`config.mk`:
```
export PLATFORM = sky130hd
export DESIGN_NAME = dram_controller_flat
export DESIGN_NICKNAME = d
export VERILOG_FILES = /design/src/rtl/dram_controller_if.sv /design/src/rtl/dram_controller.sv /design/src/flat_wrapper.sv
export SDC_FILE = /design/constraint.sdc
export NUM_CORES = 1
export LEC_CHECK = 0
export ABC_AREA = 1
export BUFFER_PORTS_ARGS = -buffer_cell sky130_fd_sc_hd__buf_2
export CAP_MARGIN = 20
export CORE_MARGIN = 5
export CORE_UTILIZATION = 34
export CTS_CLUSTER_DIAMETER = 100
export DETAILED_ROUTE_END_ITERATION = 6
export PLACE_DENSITY_LB_ADDON = 0.3
export SYNTH_ARGS = -nofsm -noshare
export SYNTH_HDL_FRONTEND = slang
export SYNTH_SLANG_ARGS = --single-unit
export TNS_END_PERCENT = 20
```
`constraint.sdc`:
```
create_clock -name CLK -period 1.5 [get_ports CLK]
set_clock_uncertainty 0.2 [all_clocks]
set_input_delay 0.3 -clock CLK [delete_from_list [all_inputs] [get_ports CLK]]
set_output_delay 0.3 -clock CLK [all_outputs]
set_load 0.05 [all_outputs]
```
`src/rtl/dram_controller_if.sv`:
```
// ---------------------------------------------------------------------------
// dram_controller_if
//   Bundles the 68000-side strobes/address and the DRAM-side control lines
//   of the expansion DRAM controller.
//
//   CPU side   : AS, UDS, LDS (active-low strobes), RW (1 = read),
//                EXP (active-low region select), ADDR[23:1] (as 23 bits)
//   DRAM side  : DRAM_A (row/column mux), RAS_N, CASU_N, CASL_N, WE_N
//   Handshake  : DTACK_EXP (active-low acknowledge to the system controller)
//
//   slave  : the controller (consumes CPU signals, drives DRAM and DTACK)
//   master : the CPU/system side (drives CPU signals, observes the rest)
// ---------------------------------------------------------------------------
interface dram_controller_if;
    logic        AS;
    logic        UDS;
    logic        LDS;
    logic        RW;
    logic        EXP;
    logic [22:0] ADDR;
    logic [10:0] DRAM_A;
    logic        RAS_N;
    logic        CASU_N;
    logic        CASL_N;
    logic        WE_N;
    logic        DTACK_EXP;

    modport slave (
        input  AS, UDS, LDS, RW, EXP, ADDR,
        output DRAM_A, RAS_N, CASU_N, CASL_N, WE_N, DTACK_EXP
    );

    modport master (
        output AS, UDS, LDS, RW, EXP, ADDR,
        input  DRAM_A, RAS_N, CASU_N, CASL_N, WE_N, DTACK_EXP
    );
endinterface

```
`src/rtl/dram_controller.sv`:
```
// ---------------------------------------------------------------------------
// dram_controller
//   Asynchronous-DRAM controller for the 8 MB expansion region
//   (byte addresses 0x100000-0x8FFFFF) built from a 4M x 16 array.
//   Runs 68000 read/write cycles with multiplexed row/column addressing and
//   inserts CAS-before-RAS refresh every REFRESH_INTERVAL clocks.
//
//   Ports:
//     CLK : oscillator clock (2x CPU clock)
//     RST : synchronous, active-low reset
//     bus : dram_controller_if.slave (CPU strobes/address in, DRAM control
//           and DTACK_EXP out)
//
//   Parameters:
//     REFRESH_INTERVAL : clocks between refresh requests
//     RAS_PRECHARGE    : clocks RAS_N is held high after every cycle (>= 1)
//
//   Every output comes straight from a register; the next-state logic also
//   computes the next output values so that they change together with the
//   state they belong to.
// ---------------------------------------------------------------------------
module dram_controller #(
    parameter int REFRESH_INTERVAL = 300,
    parameter int RAS_PRECHARGE    = 2
) (
    input  logic             CLK,
    input  logic             RST,
    dram_controller_if.slave bus
);
    localparam int RCW = (REFRESH_INTERVAL > 2) ? $clog2(REFRESH_INTERVAL) : 1;
    localparam logic [RCW-1:0] REF_LAST = RCW'(REFRESH_INTERVAL - 1);
    localparam int PCW = (RAS_PRECHARGE > 1) ? $clog2(RAS_PRECHARGE) : 1;
    localparam logic [PCW-1:0] PRE_LOAD = PCW'(RAS_PRECHARGE - 1);

    localparam logic [3:0] ST_IDLE    = 4'd0;
    localparam logic [3:0] ST_ROW     = 4'd1;
    localparam logic [3:0] ST_COL     = 4'd2;
    localparam logic [3:0] ST_CAS     = 4'd3;
    localparam logic [3:0] ST_ACK     = 4'd4;
    localparam logic [3:0] ST_PRE     = 4'd5;
    localparam logic [3:0] ST_REF_CAS = 4'd6;
    localparam logic [3:0] ST_REF_RAS = 4'd7;
    localparam logic [3:0] ST_REF_END = 4'd8;

    // ------------------------------------------------------------------
    // Two-flop synchronizers for the asynchronous strobes.
    // Bit order: 0 = AS, 1 = UDS, 2 = LDS, 3 = EXP. Idle (high) on reset.
    // ------------------------------------------------------------------
    logic [3:0] raw_in;
    logic [3:0] sync_out;

    assign raw_in = {bus.EXP, bus.LDS, bus.UDS, bus.AS};

    genvar gi;
    generate
        for (gi = 0; gi < 4; gi++) begin : g_sync
            logic meta_reg;
            logic sync_reg;
            always_ff @(posedge CLK) begin
                if (!RST) begin
                    meta_reg <= 1'b1;
                    sync_reg <= 1'b1;
                end else begin
                    meta_reg <= raw_in[gi];
                    sync_reg <= meta_reg;
                end
            end
            assign sync_out[gi] = sync_reg;
        end
    endgenerate

    logic s_as, s_uds, s_lds, s_exp;
    assign s_as  = sync_out[0];
    assign s_uds = sync_out[1];
    assign s_lds = sync_out[2];
    assign s_exp = sync_out[3];

    // Waiting for a data strobe as well as AS guarantees write data is on
    // the bus before CAS falls.
    logic request;
    assign request = !s_as && !s_exp && (!s_uds || !s_lds);

    // Word offset into the array. Inside the decoded region the offset is
    // below 4M words, so bit 22 is always zero and is not needed.
    logic [22:0] word_offset;
    logic        offset_msb_unused;
    assign word_offset       = bus.ADDR - 23'h080000;
    assign offset_msb_unused = word_offset[22];

    // ------------------------------------------------------------------
    // State and output registers
    // ------------------------------------------------------------------
    logic [3:0]     state_reg,    state_next;
    logic [PCW-1:0] pre_cnt_reg,  pre_cnt_next;
    logic           ref_wait_reg, ref_wait_next;
    logic [10:0]    col_reg,      col_next;
    logic           rw_reg,       rw_next;
    logic [10:0]    dram_a_reg,   dram_a_next;
    logic           ras_n_reg,    ras_n_next;
    logic           casu_n_reg,   casu_n_next;
    logic           casl_n_reg,   casl_n_next;
    logic           we_n_reg,     we_n_next;
    logic           dtack_reg,    dtack_next;
    logic           ref_clear;

    logic [RCW-1:0] ref_cnt_reg;
    logic           ref_pending_reg;

    always_comb begin
        logic enter_pre;
        enter_pre     = 1'b0;
        ref_clear     = 1'b0;
        state_next    = state_reg;
        pre_cnt_next  = pre_cnt_reg;
        ref_wait_next = ref_wait_reg;
        col_next      = col_reg;
        rw_next       = rw_reg;
        dram_a_next   = dram_a_reg;
        ras_n_next    = ras_n_reg;
        casu_n_next   = casu_n_reg;
        casl_n_next   = casl_n_reg;
        we_n_next     = we_n_reg;
        dtack_next    = dtack_reg;

        case (state_reg)
            ST_IDLE: begin
                // Refresh deliberately wins over a simultaneous request.
                if (ref_pending_reg) begin
                    state_next  = ST_REF_CAS;
                    ref_clear   = 1'b1;
                    casu_n_next = 1'b0;
                    casl_n_next = 1'b0;
                    we_n_next   = 1'b1;
                    ras_n_next  = 1'b1;
                end else if (request) begin
                    // The CPU holds ADDR/RW stable while AS is low, and AS
                    // has been low for two clocks by now.
                    state_next  = ST_ROW;
                    dram_a_next = word_offset[21:11];
                    col_next    = word_offset[10:0];
                    rw_next     = bus.RW;
                    ras_n_next  = 1'b0;
                end
            end
            ST_ROW: begin
                if (s_as) begin
                    enter_pre = 1'b1;
                end else begin
                    state_next  = ST_COL;
                    dram_a_next = col_reg;
                    we_n_next   = rw_reg;   // early write: WE before CAS
                end
            end
            ST_COL: begin
                if (s_as) begin
                    enter_pre = 1'b1;
                end else begin
                    state_next  = ST_CAS;
                    casu_n_next = s_uds;
                    casl_n_next = s_lds;
                end
            end
            ST_CAS: begin
                if (s_as) begin
                    enter_pre = 1'b1;
                end else begin
                    state_next = ST_ACK;
                    dtack_next = 1'b0;
                end
            end
            ST_ACK: begin
                if (s_as) begin
                    enter_pre = 1'b1;
                end
            end
            ST_PRE: begin
                if (pre_cnt_reg == '0) begin
                    state_next = ST_IDLE;
                end else begin
                    pre_cnt_next = pre_cnt_reg - 1'b1;
                end
            end
            ST_REF_CAS: begin
                state_next    = ST_REF_RAS;
                ras_n_next    = 1'b0;
                ref_wait_next = 1'b1;
            end
            ST_REF_RAS: begin
                if (!ref_wait_reg) begin
                    state_next  = ST_REF_END;
                    casu_n_next = 1'b1;
                    casl_n_next = 1'b1;
                end else begin
                    ref_wait_next = 1'b0;
                end
            end
            ST_REF_END: begin
                enter_pre = 1'b1;
            end
            default: begin
                enter_pre = 1'b1;
            end
        endcase

        // Every path into precharge releases all strobes and DTACK at once;
        // the address lines keep their last value.
        if (enter_pre) begin
            state_next   = ST_PRE;
            pre_cnt_next = PRE_LOAD;
            ras_n_next   = 1'b1;
            casu_n_next  = 1'b1;
            casl_n_next  = 1'b1;
            we_n_next    = 1'b1;
            dtack_next   = 1'b1;
        end
    end

    always_ff @(posedge CLK) begin
        if (!RST) begin
            state_reg    <= ST_IDLE;
            pre_cnt_reg  <= '0;
            ref_wait_reg <= 1'b0;
            col_reg      <= '0;
            rw_reg       <= 1'b1;
            dram_a_reg   <= '0;
            ras_n_reg    <= 1'b1;
            casu_n_reg   <= 1'b1;
            casl_n_reg   <= 1'b1;
            we_n_reg     <= 1'b1;
            dtack_reg    <= 1'b1;
        end else begin
            state_reg    <= state_next;
            pre_cnt_reg  <= pre_cnt_next;
            ref_wait_reg <= ref_wait_next;
            col_reg      <= col_next;
            rw_reg       <= rw_next;
            dram_a_reg   <= dram_a_next;
            ras_n_reg    <= ras_n_next;
            casu_n_reg   <= casu_n_next;
            casl_n_reg   <= casl_n_next;
            we_n_reg     <= we_n_next;
            dtack_reg    <= dtack_next;
        end
    end

    // ------------------------------------------------------------------
    // Free-running refresh timer. A single pending flag: refreshes that
    // fall due while one is already pending are not queued. A new wrap
    // takes priority over the clear so a refresh is never lost.
    // ------------------------------------------------------------------
    always_ff @(posedge CLK) begin
        if (!RST) begin
            ref_cnt_reg     <= '0;
            ref_pending_reg <= 1'b0;
        end else begin
            if (ref_cnt_reg == REF_LAST) begin
                ref_cnt_reg     <= '0;
                ref_pending_reg <= 1'b1;
            end else begin
                ref_cnt_reg <= ref_cnt_reg + 1'b1;
                if (ref_clear) begin
                    ref_pending_reg <= 1'b0;
                end
            end
        end
    end

    assign bus.DRAM_A    = dram_a_reg;
    assign bus.RAS_N     = ras_n_reg;
    assign bus.CASU_N    = casu_n_reg;
    assign bus.CASL_N    = casl_n_reg;
    assign bus.WE_N      = we_n_reg;
    assign bus.DTACK_EXP = dtack_reg;

endmodule
```
`src/flat_wrapper.sv`:
```
// flat-port wrapper written by rule: the top's interface ports become plain ports
module dram_controller_flat 
#(
    parameter int REFRESH_INTERVAL = 300,
    parameter int RAS_PRECHARGE    = 2
)
  (CLK, RST, bus_AS, bus_UDS, bus_LDS, bus_RW, bus_EXP, bus_ADDR, bus_DRAM_A, bus_RAS_N, bus_CASU_N, bus_CASL_N, bus_WE_N, bus_DTACK_EXP);
  dram_controller_if bus_i ();
  input  logic CLK;
  input  logic RST;
  input wire logic [$bits(bus_i.AS)-1:0] bus_AS;
  input wire logic [$bits(bus_i.UDS)-1:0] bus_UDS;
  input wire logic [$bits(bus_i.LDS)-1:0] bus_LDS;
  input wire logic [$bits(bus_i.RW)-1:0] bus_RW;
  input wire logic [$bits(bus_i.EXP)-1:0] bus_EXP;
  input wire logic [$bits(bus_i.ADDR)-1:0] bus_ADDR;
  output wire logic [$bits(bus_i.DRAM_A)-1:0] bus_DRAM_A;
  output wire logic [$bits(bus_i.RAS_N)-1:0] bus_RAS_N;
  output wire logic [$bits(bus_i.CASU_N)-1:0] bus_CASU_N;
  output wire logic [$bits(bus_i.CASL_N)-1:0] bus_CASL_N;
  output wire logic [$bits(bus_i.WE_N)-1:0] bus_WE_N;
  output wire logic [$bits(bus_i.DTACK_EXP)-1:0] bus_DTACK_EXP;
  assign bus_i.AS = bus_AS;
  assign bus_i.UDS = bus_UDS;
  assign bus_i.LDS = bus_LDS;
  assign bus_i.RW = bus_RW;
  assign bus_i.EXP = bus_EXP;
  assign bus_i.ADDR = bus_ADDR;
  assign bus_DRAM_A = bus_i.DRAM_A;
  assign bus_RAS_N = bus_i.RAS_N;
  assign bus_CASU_N = bus_i.CASU_N;
  assign bus_CASL_N = bus_i.CASL_N;
  assign bus_WE_N = bus_i.WE_N;
  assign bus_DTACK_EXP = bus_i.DTACK_EXP;
  dram_controller #(.REFRESH_INTERVAL(REFRESH_INTERVAL), .RAS_PRECHARGE(RAS_PRECHARGE)) u_core (.CLK(CLK), .RST(RST), .bus(bus_i));
endmodule
```
==> Yosys cells after proc, flatten, opt, wreduce, memory -nomap -nowiden <==
Index checks and enable logic that the tools add are counted.
{ "totals": {"elab_cells": 114, "ff_bits": 52, "in_bits": 30, "output_inout_bits": 16} }
{ "op_classes": {"muxes": 35, "n_reduce_logical": 28, "eq_ne": 23, "addsub": 3, "bitwise": 3} }
{ "op_table": {"columns": ["op", "count"], "rows": [
  ["two-way mux 11 bit", 3],
  ["two-way mux 4 bit", 7],
  ["one-hot mux 4 bit (7 select lines)", 1],
  ["one-hot mux 11 bit (2 select lines)", 1],
  ["subtractor 22 x 20 -> 22 bit, second input constant", 1],
  ["== test 4 x 3 -> 1 bit, second input constant", 4],
  ["two-way mux 1 bit", 16],
  ["!= test 3 bit, second input constant", 5],
  ["AND reduction 7 bit", 2],
  ["!= test 2 bit, second input constant", 6],
  ["nonzero test 2 bit", 5],
  ["adder 9 x 1 -> 9 bit, second input constant", 1],
  ["== test 9 bit, second input constant", 1],
  ["== test 4 x 2 -> 1 bit, second input constant", 2],
  ["one-hot mux 1 bit (2 select lines)", 4],
  ["AND reduction 4 bit", 2],
  ["nonzero test 8 bit", 1],
  ["OR reduction 4 bit", 2],
  ["nonzero test 7 bit", 1],
  ["one-hot mux 1 bit (3 select lines)", 2],
  ["AND reduction 3 bit", 2],
  ["== test 4 x 1 -> 1 bit, second input constant", 1],
  ["logical NOT 1 bit", 4],
  ["logical NOT 4 bit", 1],
  ["11 further kinds", 17]
]} }

==> Longest topological paths before layout <==
{ "depth": {"ltp_word": 7, "mapped_depth": 10, "ltp_nobuf": 9} }

==> Worst setup path after synthesis <==
No wires, ideal clock.
{ "synth_path": {"kind": "register to register", "start": "register u_core.state_reg[3]", "end": "register u_core.dram_a_reg[1], in the netlist u_core.bus.DRAM_A[1]", "stages_incl_launch_ff": 10, "n_path_buf": 1, "slack_ps": -7, "arrival_time_ps": 1191, "path_cell_list": "dfxtp_1 -> nor2_4 -> nand2_2 -> nor2_1 -> nor2_2 -> nand2_2 -> inv_2 -> buf_6 -> nor2_1 -> nor2_1"} }
{ "synth_via": {"elab_chain_len": 3, "elab_cells_between_ends": 8} }
{ "synth_rtl": {"columns": ["item", "line_no", "text"], "rows": [
  ["from (decl)", "dram_controller.sv:93", "logic [3:0] state_reg, state_next;"],
  ["from (signal assigned)", "dram_controller.sv:232", "state_reg <= state_next;"],
  ["== test 4 x 1 -> 1 bit or logical NOT 4 bit (tied branches)", "dram_controller.sv:125", "case (state_reg)"],
  ["!= test 2 bit (no line), or another cell as far along", null, null],
  ["AND reduction 4 bit (no line)", null, null],
  ["to (signal assigned)", "dram_controller.sv:237", "dram_a_reg <= dram_a_next;"],
  ["to (decl)", "dram_controller.sv:98", "logic [10:0] dram_a_reg, dram_a_next;"]
]} }
Parallel ways exist; a longest one is shown, timed or not.
A chain may end at the register's enable or synchronous reset.

==> Worst setup path after layout <==
{ "layout_path": {"start": "register u_core.state_reg[2]", "end": "register u_core.state_reg[3]"} }
{ "layout_via": {"elab_chain_len": 4, "elab_cells_between_ends": 21} }
{ "layout_rtl": {"columns": ["item", "line_no"], "rows": [
  ["== test 4 x 3 -> 1 bit, or another cell as far along", "dram_controller.sv:125"],
  ["OR reduction 4 bit (no line)", null],
  ["one-hot mux 1 bit (2 select lines)", "dram_controller.sv:125"],
  ["OR reduction 2 bit (no line)", null]
]} }
Parallel ways exist; a longest one is shown, timed or not.

==> impl_metrics.py <==
metrics = {
    "power": {
        "power_leakage_uw": 0.00154,
        "power_density_mw_per_mm2": 1680,
        "p_total_uw": 5690,
        "pwr-share-clk": 0.163,
        "pwr-share-comb": 0.530,
        "internal_power_uw": 3210,
        "swShare": 0.437,
        "ir_worst_vdd_mv": 0.464,
        "power_frac_seq": 0.307,
        "p_sw_uw": 2490,
    },
    "timing": {
        "hold_slack_ns": 0.0285,
        "finalCritPeriodShare": 1.04,
        "finalMaxSlewViolations": 0,
        "finalSetupViolCount": 26,
        "grt_setup_unrepaired": "true",
        "layout_min_cycle_time_ns": 1.57,
        "setup_slack_ns": -0.0669,
        "fmax_mhz": 638,
        "slew_headroom": 0.781,
        "finalHoldViolations": 0,
        "worstMarginPinSlew_ns": 0.329,
    },
    "die": {
        "num_rows": 29,
        "initial_utilization": 0.355,
        "die_width_um": 91.9,
        "die_h_um": 91.9,
        "core_area_mm2": 0.00642,
        "ioPinCount": 46,
        "dieArea_mm2": 0.00845,
    },
    "synth": {
        "synth_seq_cells": 52,
        "synth_cells": 319,
        "syn-mean-instance-area_um2": 7.15,
        "yosysUniqueCellTypes": 25,
        "syn_area_mm2": 0.00228,
        "yosysSeqAreaShare": 0.456,
        "synth_fp_nets": 351,
        "yosys_warnings": 0,
    },
    "clock_tree": {
        "cts_tree": "yes",
        "cts.root.buffer_cell": "clkbuf_8",
        "clock-sinks": 52,
        "cts_buffers": 5,
        "clk_pin_slew_ns": 0.09,
        "htree_levels": 2,
        "cts_max_path_buffers": 2,
        "clk_latency_ns": 0.30,
    },
    "final_layout": {
        "drive_above_1_share": 0.446,
        "fin_util": 0.529,
        "stdcell_count": 490,
        "synthToLayoutAreaGrowth_pct": 48.8,
        "final_common_cell": "nand2_1",
        "most-common-layout-cells": "50 x nand2_1, 44 x buf_2, 44 x dfxtp_1, 42 x buf_4, 38 x nor2_1",
        "num_antenna_cells": 0,
        "fin_nets": 446,
    },
    "worst_setup_path": {
        "path_cells": "nor2_4 > buf_6 > nand2_4 > nand2_2 > nor2_2 > nor2_4 > nand2_1 > nor2_2",
        "rrSetupSlack_ns": -0.07,
        "reg2regPathDepth": 8,
        "end_kind": "flop",
        "crit_buf_inv": 1,
        "critPathTopFamily": "simple AND/OR/NAND/NOR gates",
        "criticalPathCategory": "flop to flop",
        "critPathLaunchType": "flop",
        "crit_arrival_ns": 1.61,
        "r2r-end": "u_core.state_reg[3]",
        "required_ns": 1.54,
        "cp_max_fo": 7,
        "r2r_start": "u_core.state_reg[2]",
        "cp_slowest_cell": "dfxtp_4",
        "crit_path_max_incr_delay_ns": 0.37,
    },
    "global_route": {
        "grt_pass1_wl_mm": 9.43,
        "track_usage": 0.136,
        "overflow": 0,
        "top_usage_layer": "met2",
        "use_met2": 0.234,
        "antenna_found_initial": 0,
        "grt_use_met3": 0.0262,
        "grt_max_degree": 24,
        "grt_pass1_vias": 2107,
        "met1_usage": 0.170,
    },
    "run_status": {
        "status": "finished, violations left",
        "violations": "negative setup slack",
    },
    "route": {
        "detail_route.vias_per_cell": 4.74,
        "vias": 2324,
        "wl_per_cell_um": 12.6,
        "drt_iter0_drc": 116,
        "drc": 0,
        "ant_nets": 0,
        "drt-total-wl_mm": 6.18,
        "drtPass1Iterations": 4,
    },
    "placement": {
        "dp.cells": 467,
        "preCtsSetupSlack_ns": -0.163,
        "dp_hpwl_mm": 4.03,
        "finalWeightedCongestion": 0.877,
        "portBuffers": 44,
    },
    "min_path": {
        "holdPathEnd": "u_core.rw_reg",
        "hold-path-cell-count": 3,
        "min_from": "bus_RW",
        "hp-class": "input port to flop",
    },
    "run": {
        "cap_violations": 0,
    },
}
## synthesized netlist by cell type, drive strengths merged
library cell   n  area (um2)
inv           39         146
a21oi         19        95.1
nor3           5        25.0
buf            7        52.5
nand4          1        6.26
o211ai         2        15.0
xnor2          1        8.76
nor2          57         249
nor4b          1        8.76
or2           10        62.6
clkbuf         3        11.3
o21ai         35         175
ha             2        25.0
nor4           1        6.26
nand3         19         100
dfxtp         52        1040
nand2         65         254
## worst max path at each step
stage | from | end | cells past startpoint
after global placement | u_core.state_reg[3] | u_core.bus.DRAM_A[5] | 8
after detailed placement | u_core.state_reg[2] | u_core.bus.DRAM_A[8] | 8
after CTS | u_core.state_reg[3] | u_core.state_reg[0] | 9
final | u_core.state_reg[2] | u_core.state_reg[3] | 8
after floorplan | u_core.state_reg[2] | u_core.bus.DRAM_A[1] | 9
after global routing | u_core.state_reg[2] | u_core.state_reg[3] | 8
## tightest hold or removal path: stages
cell	delay, ns
buf_2	0.09
nand2_1	0.05
nand3_1	0.06
## per-layer routing
metal	share of wire	vias to the layer above
met5	0	-
met4	0.026	0
met3	0.053	17
met2	0.50	59
met1	0.42	1049
li1	-	1199
## per-stage QoR
step | setup TNS (ns) | cell area [um2]
floorplan | 0 | 2280
detailed placement | -3.26 | 2810
global placement | -2.69 | 2810
finish | -1.01 | 3400
global route | -3.09 | 3400
CTS | -0.240 | 3180
## cells by family after synthesis
| logic type | Yosys count | share of synthesized area |
|---|---|---|
| buf+inv | 49 | 0.0921 |
| fa+ha+maj | 2 | 0.0110 |
| flops | 52 | 0.456 |
| simple gates | 159 | 0.312 |
| compound gates | 56 | 0.125 |
| xor+xnor | 1 | 0.00384 |
## power groups by stage
stage,sequential (uW),combinational [uW],clock [uW]
detailed placement,1730,2240,0
CTS,1730,2600,963
global route,1780,3250,1000
floorplan,2220,1140,0
global placement,1730,2220,0
finish,1750,3020,928
## area by class of cell
| type | count | area, um2 |
|---|---|---|
| fillers | 583 | 3030 |
| multi-input cells | 219 | 1320 |
| flip-flops and latches | 52 | 1060 |
| repair buffers | 97 | 654 |
| inverters | 39 | 164 |
| well taps | 77 | 96.3 |
| clock buffers | 5 | 68.8 |
| clock inverters | 1 | 30.0 |
## what timing repair did
item / in CTS / in global routing
setup buffers: 7 / 5
pin swaps: 18 / 24
gates cloned: 1 / 0
hold buffers: 4 / 0
gates resized for setup: 62 / 48
endpoints found under the hold margin: 4 / 0
endpoints found under the setup margin: 33 / 42
Power figures use the tool's default switching activity.
